$ cat config.mk
export PLATFORM = sky130hd
export DESIGN_NAME = dmem_arbiter
export DESIGN_NICKNAME = d
export VERILOG_FILES = /design/src/rtl/dmem_arbiter.sv
export SDC_FILE = /design/constraint.sdc
export NUM_CORES = 1
export LEC_CHECK = 0
export ABC_AREA = 0
export BUFFER_PORTS_ARGS = -buffer_cell sky130_fd_sc_hd__buf_2
export CORE_MARGIN = 1.5
export CORE_UTILIZATION = 40
export DETAILED_ROUTE_END_ITERATION = 8
export HOLD_SLACK_MARGIN = 0.05
export PLACE_DENSITY = 0.77
export SYNTH_ARGS = -nofsm -noshare
export SYNTH_HDL_FRONTEND = slang
export SYNTH_SLANG_ARGS = --single-unit
$ cat constraint.sdc
create_clock -name i_clk -period 1.1 [get_ports i_clk]
set_input_delay 0.22 -clock i_clk [delete_from_list [all_inputs] [get_ports i_clk]]
set_output_delay 0.22 -clock i_clk [all_outputs]
set_load 0.005 [all_outputs]
$ cat src/rtl/dmem_arbiter.sv
// dmem_arbiter: round-robin N-port data-memory arbiter onto one shared bus.
// Define DMEM_ARB_TIMEOUT_EN to add the bus watchdog.
module dmem_arbiter #(
   parameter int NCORES     = 2,
   parameter int RW         = 16,
   parameter int ADDR_BYTES = 2,
   parameter int TIMEOUT    = 255
) (
   input  logic                           i_clk,
   input  logic                           i_rst,
   input  logic [NCORES-1:0]              c_mem_req,
   input  logic [NCORES-1:0]              c_mem_we,
   input  logic [NCORES*RW-1:0]           c_mem_addr,
   input  logic [NCORES*RW-1:0]           c_mem_data,
   input  logic [NCORES*ADDR_BYTES-1:0]   c_mem_sel,
   output logic [NCORES*RW-1:0]           c_mem_data_o,
   output logic [NCORES-1:0]              c_mem_ack,
   output logic [NCORES-1:0]              c_mem_exception,
   output logic                           o_mem_req,
   output logic                           o_mem_we,
   output logic [RW-1:0]                  o_mem_addr,
   output logic [RW-1:0]                  o_mem_data,
   output logic [ADDR_BYTES-1:0]          o_mem_sel,
   input  logic [RW-1:0]                  i_mem_data,
   input  logic                           i_mem_ack,
   input  logic                           i_mem_exception,
   output logic [((NCORES > 1) ? $clog2(NCORES) : 1)-1:0] o_grant
);

   localparam int GW = (NCORES > 1) ? $clog2(NCORES) : 1;

   typedef enum logic [1:0] {
      S_IDLE,
      S_ISSUE,
      S_RESP
   } state_t;

   state_t                state_q, state_d;
   logic [GW-1:0]         last_q, last_d;
   logic [GW-1:0]         grant_q, grant_d;
   logic                  req_q, req_d;
   logic                  we_q, we_d;
   logic [RW-1:0]         addr_q, addr_d;
   logic [RW-1:0]         wdata_q, wdata_d;
   logic [ADDR_BYTES-1:0] sel_q, sel_d;
   logic [RW-1:0]         rdata_q, rdata_d;
   logic                  exc_q, exc_d;

   logic                  hi_vld, lo_vld, pick_vld;
   logic [GW-1:0]         hi_idx, lo_idx, pick_idx;

`ifdef DMEM_ARB_TIMEOUT_EN
   localparam logic [7:0] TO_LAST = 8'(TIMEOUT - 1);
   logic [7:0]            cnt_q, cnt_d;
`endif

   // Lowest requester above last wins; otherwise wrap to lowest at/below it.
   always_comb begin
      hi_vld = 1'b0;
      hi_idx = '0;
      lo_vld = 1'b0;
      lo_idx = '0;
      for (int k = NCORES - 1; k >= 0; k--) begin
         if (c_mem_req[k]) begin
            if (GW'(k) > last_q) begin
               hi_vld = 1'b1;
               hi_idx = GW'(k);
            end else begin
               lo_vld = 1'b1;
               lo_idx = GW'(k);
            end
         end
      end
      pick_vld = hi_vld | lo_vld;
      pick_idx = hi_vld ? hi_idx : lo_idx;
   end

   always_comb begin
      state_d = state_q;
      last_d  = last_q;
      grant_d = grant_q;
      req_d   = req_q;
      we_d    = we_q;
      addr_d  = addr_q;
      wdata_d = wdata_q;
      sel_d   = sel_q;
      rdata_d = rdata_q;
      exc_d   = exc_q;
`ifdef DMEM_ARB_TIMEOUT_EN
      cnt_d   = cnt_q;
`endif
      unique case (state_q)
         S_IDLE: begin
            if (pick_vld) begin
               state_d = S_ISSUE;
               last_d  = pick_idx;
               grant_d = pick_idx;
               req_d   = 1'b1;
               for (int k = 0; k < NCORES; k++) begin
                  if (GW'(k) == pick_idx) begin
                     we_d    = c_mem_we[k];
                     addr_d  = c_mem_addr[k*RW +: RW];
                     wdata_d = c_mem_data[k*RW +: RW];
                     sel_d   = c_mem_sel[k*ADDR_BYTES +: ADDR_BYTES];
                  end
               end
`ifdef DMEM_ARB_TIMEOUT_EN
               cnt_d = '0;
`endif
            end
         end
         S_ISSUE: begin
            if (i_mem_ack || i_mem_exception) begin
               state_d = S_RESP;
               req_d   = 1'b0;
               rdata_d = i_mem_data;
               exc_d   = i_mem_exception;
            end
`ifdef DMEM_ARB_TIMEOUT_EN
            else if (cnt_q == TO_LAST) begin
               state_d = S_RESP;
               req_d   = 1'b0;
               rdata_d = '0;
               exc_d   = 1'b1;
            end else begin
               cnt_d = cnt_q + 8'd1;
            end
`endif
         end
         S_RESP: begin
            state_d = S_IDLE;
         end
         default: begin
            state_d = S_IDLE;
         end
      endcase
   end

   always_ff @(posedge i_clk) begin
      if (i_rst) begin
         state_q <= S_IDLE;
         last_q  <= GW'(NCORES - 1);
         grant_q <= '0;
         req_q   <= 1'b0;
         we_q    <= 1'b0;
         addr_q  <= '0;
         wdata_q <= '0;
         sel_q   <= '0;
         rdata_q <= '0;
         exc_q   <= 1'b0;
`ifdef DMEM_ARB_TIMEOUT_EN
         cnt_q   <= '0;
`endif
      end else begin
         state_q <= state_d;
         last_q  <= last_d;
         grant_q <= grant_d;
         req_q   <= req_d;
         we_q    <= we_d;
         addr_q  <= addr_d;
         wdata_q <= wdata_d;
         sel_q   <= sel_d;
         rdata_q <= rdata_d;
         exc_q   <= exc_d;
`ifdef DMEM_ARB_TIMEOUT_EN
         cnt_q   <= cnt_d;
`endif
      end
   end

   // Response goes to the grantee only, for the single RESP cycle.
   always_comb begin
      c_mem_ack       = '0;
      c_mem_exception = '0;
      c_mem_data_o    = '0;
      for (int k = 0; k < NCORES; k++) begin
         if (state_q == S_RESP && GW'(k) == grant_q) begin
            c_mem_ack[k]              = 1'b1;
            c_mem_exception[k]        = exc_q;
            c_mem_data_o[k*RW +: RW]  = rdata_q;
         end
      end
   end

   assign o_mem_req  = req_q;
   assign o_mem_we   = we_q;
   assign o_mem_addr = addr_q;
   assign o_mem_data = wdata_q;
   assign o_mem_sel  = sel_q;
   assign o_grant    = grant_q;

endmodule

Yosys cells after proc, flatten, opt, wreduce, memory -nomap -nowiden

Index checks and enable logic that the tools add are counted.

Eq/ne operators: 4
Reductions and logical operators: 9
Bitwise gates (word level): 2
Mux-type cells: 29
Order comparisons: 2

Operator list:

| cell                                           | number |
|---|---|
| two-way mux 16 bit                             | 4 |
| two-way mux 1 bit                              | 20 |
| two-way mux 2 bit                              | 3 |
| AND reduction 2 bit                            | 3 |
| inequality test 2 bit (second input constant)  | 2 |
| case mux 2 bit (2 select lines)                | 1 |
| AND reduction 3 bit                            | 1 |
| == test 2 x 1 -> 1 bit (second input constant) | 1 |
| == test 2 bit (second input constant)          | 1 |
| > comparator 1 bit (first input constant)      | 2 |
| logical AND 1 bit                              | 2 |
| logical NOT 2 bit                              | 1 |
| case mux 1 bit (2 select lines)                | 1 |
| nonzero test 2 bit                             | 1 |
| logical OR 1 bit                               | 1 |
| inverter 1 bit                                 | 1 |
| bitwise OR 1 bit                               | 1 |

Register bits: 57
Input bits: 92
Output and inout port bits: 73
Word-level logic and storage cells: 56

Logic depth before layout (Yosys ltp)

Gate-level depths: netlist of run 1.

Depth in word-level cells: 8
Mapped depth: 5
Gate-level depth less buffers: 3

Worst setup path before layout of run 1

Ideal clock, no wire load.

Path type: register -> output
Start: reg state_q[1]
End: out c_mem_data_o[10]
Arrival time: 1,050 ps
Cell stages (with the launch flop): 4
Required time: 880 ps
Buffers on the path: 1
Setup slack: -170 ps
Cell sequence: dfxtp_1 nor3b_2 clkbuf_1 and2_1

Word-level cells in the longest chain between the ends: 3

RTL lines:

| what                   | RTL line | RTL |
|---|---|---|
| start, declared        | 38       | `state_t state_q, state_d;` |
| start signal, assigned | 155      | `state_q <= state_d;` |
| == test 2 bit          | 177      | `if (state_q == S_RESP && GW'(k) == grant_q) begin` |
| logical AND 1 bit      | 177      |  |
| two-way mux 16 bit     | 177      |  |
| end, declared          | 16       | `output logic [NCORES*RW-1:0] c_mem_data_o,` |

Every way passes these cells.

Worst setup path in the final report of run 1

Start: reg state_q[0]
End: out c_mem_data_o[22]

Same word-level chain as after synthesis.

==> out/results.txt, run 1 <==
mapped cell area - 2890 sq um
Min-Delay Path Class - in2reg
Max IR drop VDD - 0.660 mV
hold-critical path endpoint - rdata_q[2]
CTS Hold Buffers Added - 0
critical path class - reg2out
largest cells by area after synthesis - dfxtp_1 (39%), a311oi_2 (16%), nand2_1 (9.7%), a21oi_1 (9.5%), and2_1 (7.6%)
largest family of logic cells by synthesized area - compound AO/OA/AOI/OAI gates
PD cells - 1310 nW/um^2
Seq cells post-synth - 57
Fin. Hold Viols - 0
GP Congestion - 0.759
post-route ant nets - 0
DRT Wirelength - 9400 um
CTS tree - done
Synth Instances - 341
internal power - 4.46 mW
non-filler cells, final - 622
Post-Synth Simple-Gate Area - 22.3%
share of flip-flops with an asynchronous set or reset - 0%
Area growth syn-to-layout - 68.1%
failing checks - negative setup slack
largest net degree at the start of global routing - 38
Vert. Die Dim - 88.0 um
Synth Area in XOR/XNOR - 0%
design area - 4860 sq um
clock latency on the worst-skew pair - 0.33 ns
antenna violations before repair - 0
vias in the first global route - 3050
Placement Cell Area - 3990 sq um
setup ws final - -0.486 ns
routed length per instance - 15.1 um
Final min period - 1.59 ns
Clock Sinks - 57
Crit. End Element - output pin
count of cell types in the netlist - 26
Clk pin slew, worst setup/hold paths - 0.06 ns
port bufs - 164
Util after Layout - 70.4%
top-area cell type share of the netlist area - 39.5%
Sw Share - 29.7%
post-DP HPWL - 5940 um
sequential fraction of the synthesis area - 39.5%
Final Max Slew Viols - 0
Final Hold Slack - 0.140 ns
RSZ-0062 raised after global routing - yes
syn_nets - 433
DR vias - 3240
hold path depth - 3
RR Startpoint - state_q[0]
Avg Synthesized Cell Area - 8.48 sq um
Highest Clock Rate - 631 MHz
worst clock skew - 0.00392 ns
Combinational Power Share - 29.8%
drc violations - 0
Clk pwr share - 31.6%
Max-cap violations - 0
DR vias/cell - 5.21
nets - 613
post-synthesis compound-gate area fraction - 31.4%
ANT cells - 0
Syn. warnings - 0
clock buffer depth - 2
TritonCTS buffer count - 9
number of placement rows - 30
sequential share of power - 38.7%
DP Worst Slack - -0.273 ns
core area - 6910 sq um
status - complete, but fails checks
Post-synth EDFFs - 0
WP data required - 0.88 ns
HP Start - i_mem_data[2]
sw power - 1.89 mW
GRT Util Overall - 24.1%
Critical path origin - state_q[0]
multiplexer share of the synthesized area - 0%
Synth Area in Adders - 0%
Main synth FF type - dfxtp_1
worst r2r path cells - 7
share of layout cells above drive strength 1 - 61.0%
H-Tree Depth - 3
placed cells - 589
Slew HR - 63.0%
RR Endpoint - o_mem_addr[3]
Starting Density - 41.9%
# setup viols final - 93
Initial DRC Count - 68
Top Ports - 165
area leader, netlist - dfxtp_1
Die W - 88.0 um
first-pass GRT wire length - 14300 um
Critical Path AT - 1.37 ns
leakage power - 2.17 nW
Critical Path Fanout Max - 18
reg-to-reg slack, setup - -0.30 ns
measured slew at the worst slew-check pin - 0.555 ns
period utilization - 144%
CP startpoint kind - flip-flop
full die area - 7750 sq um
root buf cell - clkbuf_8
DR pass1 iterations - 4
GR Overflow Total - 0
## kinds of logic after synthesis
family	after synthesis
AND/OR/NAND/NOR	136
flip-flops	57
buffers and inverters	36
AO/OA/AOI/OAI	112
## worst max-delay path: stages (launching register included)
cell	delay (ns)
dfxtp_4	0.37
and3b_2	0.23
buf_12	0.15
and2_1	0.16
buf_2	0.12
## worst max path at each step
stage	end	slack [ns]	cells past startpoint
after global placement	o_mem_addr[2]	-0.15	6
after detailed placement	o_mem_addr[14]	-0.27	5
after global routing	c_mem_data_o[15]	-0.54	4
final	c_mem_data_o[22]	-0.49	4
after floorplan	c_mem_data_o[22]	-0.06	4
after CTS	c_mem_data_o[4]	-0.48	4
## metal layers
layer | GRT usage (%) | part of all wire [%] | vias up
met5 | 0 | 0 | -
met2 | 44.0 | 52 | 159
met4 | 9.52 | 1.8 | 0
li1 | - | - | 1568
met1 | 27.1 | 39 | 1496
met3 | 5.37 | 6.6 | 17
## state kept, by name, indices dropped and copies added (netlist names), 2 cells and up
| register | cells |
|---|---|
| o_mem_data | 16 |
| o_mem_addr | 16 |
| rdata_q | 16 |
| o_mem_sel | 2 |
| state_q | 2 |
## per-stage QoR
step                      setup TNS (ns)  total power [mW]
after floorplan                    -1.96              3.26
after global placement             -8.23              3.78
after detailed placement          -11.92              3.83
after CTS                         -27.24              6.35
after global routing              -32.85              6.66
final                             -27.04              6.35
## power by group through the flow
| stage | combinational [mW] | sequential (mW) | clock, mW |
|---|---|---|---|
| floorplan | 0.815 | 2.45 | 0 |
| global placement | 1.34 | 2.44 | 0 |
| detailed placement | 1.38 | 2.45 | 0 |
| CTS | 1.87 | 2.43 | 2.05 |
| global route | 2.03 | 2.48 | 2.15 |
| finish | 1.89 | 2.46 | 2.00 |
## cells in the mapped netlist, types with 2 or more instances
cell type,number
nor2b_1,2
o21ai_1,3
o21ai_0,15
a21oi_1,55
clkbuf_1,10
buf_2,18
a311oi_1,5
nand2_1,75
a311oi_2,30
buf_6,4
and2_1,35
a21bo_2,2
nand3_1,16
dfxtp_1,57
buf_4,2
nor2_1,2
## placed cells by master (no fill, tap or decap), types with 3 or more instances in the layout
cell type / instances
a21oi_4: 11
a311oi_1: 5
buf_2: 149
clkinv_2: 3
a311oi_2: 30
dfxtp_4: 3
a21oi_2: 26
buf_12: 14
o21ai_0: 15
and2_4: 15
dfxtp_1: 47
nand3_1: 16
and2_1: 20
buf_4: 9
buf_6: 27
dfxtp_2: 7
a21oi_1: 18
nand2_1: 73
buf_16: 4
clkbuf_8: 9
## what timing repair did
action,in CTS,in global routing
resized for setup,69,39
gates cloned,7,0
setup endpoints to repair,90,95
setup buffers,11,4
pin swaps,32,14
## final cells by class
type	count	area, sq um
Fill cell	551	2050
Clock buffer	11	153
Inverter	1	3.75
Multi-Input combinational cell	248	1850
Sequential cell	57	1160
Timing Repair Buffer	204	1520
Clock inverter	5	52.6
Tap cell	96	120
No activity file was read; power rests on OpenSTA's default activity.
==> run 2: changes to the inputs <==
--- a/config.mk
+++ b/config.mk
@@ -5,13 +5,13 @@
 export SDC_FILE = /design/constraint.sdc
 export NUM_CORES = 1
 export LEC_CHECK = 0
-export ABC_AREA = 0
+export ABC_AREA = 1
 export BUFFER_PORTS_ARGS = -buffer_cell sky130_fd_sc_hd__buf_2
 export CORE_MARGIN = 1.5
 export CORE_UTILIZATION = 40
 export DETAILED_ROUTE_END_ITERATION = 8
 export HOLD_SLACK_MARGIN = 0.05
-export PLACE_DENSITY = 0.77
+export PLACE_DENSITY = 0.76
 export SYNTH_ARGS = -nofsm -noshare
 export SYNTH_HDL_FRONTEND = slang
 export SYNTH_SLANG_ARGS = --single-unit
==> run 2 against run 1 <==
Cell area down 2.1%. Maximum frequency up 8.0%. Synthesized area grew 3.5%. Sequential power is essentially flat. Critical endpoint is now c_mem_data_o[14]. Highest routed layer unchanged. The run still ends with negative setup slack left. Count of clock-buffer cells in the layout grew 1. Cell count is 31% higher. Critical path type unchanged. Clock power down 22%. Die area up 3.4%. Worst hold slack worse by 0.0052 ns. Via count grew 12%.
==> out/results.txt, run 2 <==
Fill cells - 637 (+16%)
reg-to-reg slack, setup - -0.25 ns (+0.05 ns)
post-DP HPWL - 5680 um (-4.4%)
vias in the first global route - 3152 (+3.3%)
GRT Util Overall - 21.7% (-2.5 points)
family with the most delay on the worst path - buffers and inverters
CTS tree - done
measured slew at the worst slew-check pin - 0.270 ns (-0.285 ns)
Post-synth EDFFs - 0 (unchanged)
internal power - 3.96 mW (-11%)
port bufs - 164 (unchanged)
syn_nets - 621 (+43%)
largest cells by area after synthesis - dfxtp_1 (38%), nor2_1 (22%), nand2_1 (19%), inv_1 (12%), o21ai_0 (2.7%)
status - complete, but fails checks
critical path class - reg2out
Seq cells post-synth - 57 (unchanged)
share of flip-flops with an asynchronous set or reset - 0% (unchanged)
CP startpoint kind - flip-flop
Synth Instances - 529 (+55%)
DR vias/cell - 4.42 (-15%)
sequential fraction of the synthesis area - 38.1% (-1.3 points)
setup ws final - -0.369 ns (+0.117 ns)
critical path's largest stage delay - 0.33 ns (-0.04 ns)
WP data required - 0.88 ns (about the same)
largest net degree at the start of global routing - 40 (+5.3%)
Final Max Slew Viols - 0 (unchanged)
Placement Cell Area - 4000 sq um (+0.13%)
hold-critical path endpoint - rdata_q[13]
worst clock skew - 0.00621 ns (+0.00229 ns)
Max IR drop VDD - 0.670 mV (+1.5%)
RR Endpoint - o_mem_data[10]
Clk pin slew, worst setup/hold paths - 0.06 ns (about the same)
share of layout cells above drive strength 1 - 37.5% (-24 points)
first-pass GRT wire length - 13400 um (-6.4%)
core area - 7250 sq um (+5.0%)
sw power - 1.87 mW (-0.86%)
RR Startpoint - state_q[0]
Post-synth top cells - nor2_1 (174), nand2_1 (150), inv_1 (93), dfxtp_1 (57), o21ai_0 (16)
RSZ-0062 raised after global routing - yes
leakage power - 2.71 nW (+25%)
Syn. warnings - 0 (unchanged)
drc violations - 0 (unchanged)
DR vias - 3614 (+12%)
Combinational Power Share - 31.5% (+1.7 points)
clock latency on the worst-skew pair - 0.33 ns (about the same)
design area - 4760 sq um (-2.1%)
Initial DRC Count - 115 (+69%)
Top Ports - 165 (unchanged)
DRT Wirelength - 9710 um (+3.3%)
top-count cell post-synth - nor2_1
Util after Layout - 65.6% (-4.7 points)
count of cell types in the netlist - 18 (-31%)
sequential share of power - 41.6% (+2.9 points)
commonest non-fill, non-tap cell in the layout - buf_2
Critical path origin - state_q[0]
Final min period - 1.47 ns (-0.117 ns)
ANT cells - 0 (unchanged)
Slew HR - 81.9% (+19 points)
Min-Delay Path Class - in2reg
worst r2r path cells - 9 (+2)
clock buffer depth - 2 (unchanged)
Sw Share - 32.1% (+2.3 points)
Vert. Die Dim - 89.5 um (+1.7%)
# setup viols final - 93 (unchanged)
Crit. End Element - output pin
Design Power - 5.84 mW (-8.0%)
antenna violations before repair - 0 (unchanged)
top-area cell type share of the netlist area - 38.1% (-1.3 points)
Avg Synthesized Cell Area - 5.66 sq um (-33%)
Worst path slowest cell - dfxtp_2
failing checks - negative setup slack
full die area - 8010 sq um (+3.4%)
root buf cell - clkbuf_8
PD cells - 1230 nW/um^2 (-6.1%)
H-Tree Depth - 3 (unchanged)
crit path cell chain - inv_4, nand3_4, buf_6, nor2_1, buf_2
Area growth syn-to-layout - 59.1%
Main synth FF type - dfxtp_1
Fin. Hold Viols - 0 (unchanged)
GP Congestion - 0.761 (+0.28%)
Max-cap violations - 0 (unchanged)
Clock Sinks - 57 (unchanged)
Starting Density - 41.3% (-0.60 points)
highest-count cells in the layout ignoring fill and taps - buf_2 (162), nor2_1 (150), nand2_1 (145)
placed cells - 782 (+33%)
Highest Clock Rate - 681 MHz (+8.0%)
nets - 805 (+31%)
period utilization - 134% (-11 points)
number of placement rows - 31 (+3.3%)
GR Overflow Total - 0 (unchanged)
Critical Path AT - 1.25 ns (-0.12 ns)
HP Start - i_mem_data[13]
Die W - 89.5 um (+1.7%)
non-filler cells, final - 817 (+31%)
TritonCTS buffer count - 9 (unchanged)
area leader, netlist - dfxtp_1
Final Hold Slack - 0.135 ns (-0.00517 ns)
DR pass1 iterations - 4 (unchanged)
CP bufs+invs - 3 (+1)
Critical Path Fanout Max - 10 (-8)
mapped cell area - 2990 sq um (+3.5%)
Clk pwr share - 26.9% (-4.7 points)
routed length per instance - 11.9 um (-21%)
hold path depth - 3 (unchanged)
post-route ant nets - 0 (unchanged)
==> run 2: how the worst max path moves through the flow <==
| stage | end | slack, ns | depth (start not counted) |
|---|---|---|---|
| finish | c_mem_data_o[14] | -0.37 | 5 |
| global route | c_mem_data_o[19] | -0.43 | 5 |
| CTS | c_mem_data_o[15] | -0.29 | 5 |
| detailed placement | c_mem_data_o[7] | -0.06 | 4 |
| global placement | o_mem_data[10] | -0.02 | 7 |
| floorplan | c_mem_data_o[22] | -0.04 | 3 |
==> run 2: what timing repair did <==
| item | in CTS | in global routing |
|---|---|---|
| buffers inserted | 8 | 0 |
| endpoints found under the hold margin | 0 | 0 |
| gates resized for setup | 71 | 44 |
| hold buffers | 0 | 0 |
| setup endpoints to repair | 88 | 94 |
| pin swaps | 3 | 11 |
| cloned | 6 | 6 |
==> run 2: tightest hold or removal path, stage by stage <==
cell and delay [ns]:
buf_2 0.09, o21ai_2 0.05, nor2_1 0.07
==> run 2: per-layer routing <==
layer	vias up	routed length, um	GRT usage (%)
met5	-	0	0
met4	0	305	10.5
met3	27	775	5.82
met1	1544	3820	22.8
li1	1874	-	-
met2	169	4810	39.7
==> run 2: cells by family (layout without fill, tap and decap cells) <==
group | after synthesis | after routing | share of synthesized area [%]
buf+inv | 120 | 309 | 16.3
compound gates | 21 | 21 | 3.51
flops | 57 | 57 | 38.1
simple gates | 331 | 331 | 42.1
==> run 2: area by class of cell <==
| type | count | area, sq um | share of cell area (%) |
|---|---|---|---|
| multi-input cells | 352 | 1620 | 34.0 |
| clock buffers | 12 | 135 | 2.84 |
| repair inverters | 1 | 16.3 | 0.342 |
| well taps | 99 | 124 | 2.60 |
| inverters | 96 | 378 | 7.94 |
| flip-flops and latches | 57 | 1150 | 24.2 |
| clock inverters | 4 | 20.0 | 0.420 |
| repair buffers | 196 | 1320 | 27.7 |
==> run 2: per-stage QoR <==
step / setup WS [ns] / setup TNS (ns)
after global placement: -0.0244 / -0.0286
after floorplan: -0.0445 / -0.735
after CTS: -0.290 / -16.79
after detailed placement: -0.0572 / -2.12
final: -0.369 / -19.75
after global routing: -0.433 / -24.95
==> run 2: power by group through the flow <==
stage / Sequential [mW] / Clock, mW / Combinational [mW]
after floorplan: 2.46 / 0 / 0.817
after CTS: 2.42 / 1.63 / 1.64
after global routing: 2.45 / 1.72 / 2.07
after global placement: 2.45 / 0 / 1.37
final: 2.43 / 1.57 / 1.84
after detailed placement: 2.46 / 0 / 1.40
==> run 3: changes to the inputs <==
--- a/config.mk
+++ b/config.mk
@@ -11,6 +11,7 @@
 export CORE_UTILIZATION = 40
 export DETAILED_ROUTE_END_ITERATION = 8
 export HOLD_SLACK_MARGIN = 0.05
+export MAX_ROUTING_LAYER = met4
 export PLACE_DENSITY = 0.76
 export SYNTH_ARGS = -nofsm -noshare
 export SYNTH_HDL_FRONTEND = slang
==> run 3 against run 2 <==
The run still ends with negative setup slack left. Non-clock buffer count did not move. First-iteration DRC count rose by 14%. Global-route usage rose by 0.72 points. Sequential share of layout area did not move. Sequential cell count did not move. Die area did not move. Worst hold slack barely moved. Count of clock-buffer cells in the layout did not move. Highest routed layer unchanged.
==> out/results.txt, run 3 (synthesis results as in run 2) <==
root buf cell - clkbuf_8
DR vias - 3605 (-0.25%)
# setup viols final - 93 (unchanged)
Die W - 89.5 um (unchanged)
nets - 805 (unchanged)
Final Max Slew Viols - 0 (unchanged)
worst r2r path cells - 9 (unchanged)
DR pass1 iterations - 4 (unchanged)
post-DP HPWL - 5680 um (unchanged)
GP Congestion - 0.771 (+1.3%)
hold-critical path endpoint - rdata_q[13]
first-pass GRT wire length - 13400 um (+0.15%)
commonest non-fill, non-tap cell in the layout - buf_2
routed length per instance - 11.9 um (-0.19%)
WP data required - 0.88 ns (about the same)
post-route ant nets - 0 (unchanged)
critical path class - reg2out
Critical Path AT - 1.23 ns (-0.02 ns)
ANT cells - 0 (unchanged)
Area growth syn-to-layout - 59.1% (unchanged)
CP bufs+invs - 3 (unchanged)
TritonCTS buffer count - 9 (unchanged)
number of placement rows - 31 (unchanged)
H-Tree Depth - 3 (unchanged)
CTS tree - done
reg-to-reg slack, setup - -0.25 ns (about the same)
RR Startpoint - state_q[0]
Max IR drop VDD - 0.671 mV (+0.22%)
full die area - 8010 sq um (unchanged)
hold path depth - 3 (unchanged)
vias in the first global route - 3151 (-0.032%)
DP Worst Slack - -0.0572 ns (unchanged)
clock buffer depth - 2 (unchanged)
status - complete, but fails checks
port bufs - 164 (unchanged)
Fin. Hold Viols - 0 (unchanged)
core area - 7250 sq um (unchanged)
DR vias/cell - 4.41 (-0.25%)
GRT Util Overall - 22.4% (+0.72 points)
worst clock skew - 0.00603 ns (-0.000183 ns)
failing checks - negative setup slack
Util after Layout - 65.6% (unchanged)
CP startpoint kind - flip-flop
leakage power - 2.71 nW (unchanged)
HP Start - i_mem_data[13]
family with the most delay on the worst path - buffers and inverters
RSZ-0062 raised after global routing - yes
Top Ports - 165 (unchanged)
critical path's largest stage delay - 0.34 ns (about the same)
Crit. End Element - output pin
GR Overflow Total - 0 (unchanged)
Initial DRC Count - 131 (+14%)
drc violations - 0 (unchanged)
Critical Path Fanout Max - 10 (unchanged)
RR Endpoint - o_mem_data[10]
antenna violations before repair - 0 (unchanged)
Vert. Die Dim - 89.5 um (unchanged)
largest net degree at the start of global routing - 40 (unchanged)
Critical path origin - state_q[0]
highest-count cells in the layout ignoring fill and taps - buf_2 (162), nor2_1 (150), nand2_1 (145)
share of layout cells above drive strength 1 - 37.5% (unchanged)
measured slew at the worst slew-check pin - 0.271 ns (+0.000406 ns)
DRT Wirelength - 9690 um (-0.19%)
Slew HR - 81.9% (about the same)
Starting Density - 41.3% (unchanged)
Clk pin slew, worst setup/hold paths - 0.06 ns (about the same)
crit path cell chain - inv_4, nand3_4, buf_6, nor2_1, buf_2
Final min period - 1.45 ns (-0.0202 ns)
Worst path slowest cell - dfxtp_2
Highest Clock Rate - 690 MHz (+1.4%)
clock latency on the worst-skew pair - 0.32 ns (about the same)
Min-Delay Path Class - in2reg
period utilization - 132% (-1.8 points)
setup ws final - -0.349 ns (+0.0202 ns)
Clock Sinks - 57 (unchanged)
Max-cap violations - 0 (unchanged)
PD cells - 1230 nW/um^2 (about the same)
## run 3: cell counts in the layout (fill, tap and decap cells not counted)
No cell type changed its count.
## run 3: cell type report
class	instances	area (sq um)
Tap cell	99	124
Fill cell	637	2490
Inverter	96	378
Timing Repair inverter	1	16.3
Timing Repair Buffer	196	1320
Clock buffer	12	135
Clock inverter	4	20.0
Multi-Input combinational cell	352	1620
Sequential cell	57	1150
## run 3: through the flow
step	TNS, ns	std cells	area, sq um	hold slack, ns	power [mW]
after floorplan	-0.735	529	2990	0.289	3.28
after global placement	-0.0286	782	4000	0.441	3.82
after detailed placement	-2.12	782	4000	0.453	3.86
after CTS	-16.79	811	4490	0.108	5.69
after global routing	-25.04	817	4760	0.122	6.24
final	-19.66	817	4760	0.135	5.84
## run 3: tightest hold or removal path, stage by stage
cell and delay, ns:
buf_2 0.09, o21ai_2 0.05, nor2_1 0.07
## run 3: routing by layer
layer  share of wire, %  vias up  global-route usage (%)
li1                   -     1874                       -
met1                 40     1535                    23.3
met2                 50      171                    39.7
met3                7.1       25                    5.26
met4                2.8        0                    10.5
met5                  0        -                       -
## run 3: worst max-delay path by stage
stage | endpoint | cells past startpoint
finish | c_mem_data_o[14] | 5
global route | c_mem_data_o[19] | 5
CTS | c_mem_data_o[15] | 5
detailed placement | c_mem_data_o[7] | 4
global placement | o_mem_data[10] | 7
floorplan | c_mem_data_o[22] | 3
## run 3: report_power, final
group / internal, mW / switching [mW] / leakage (nW)
Clock: 0.802 / 0.767 / 0.0839
Combinational: 0.864 / 0.979 / 2.15
Sequential: 2.30 / 0.130 / 0.474
## run 3: timing repair
item,in CTS,in global routing
pin swaps,3,11
hold buffers,0,0
endpoints found under the setup margin,88,94
resized for setup,71,44
cloned,6,6
buffers inserted,8,0
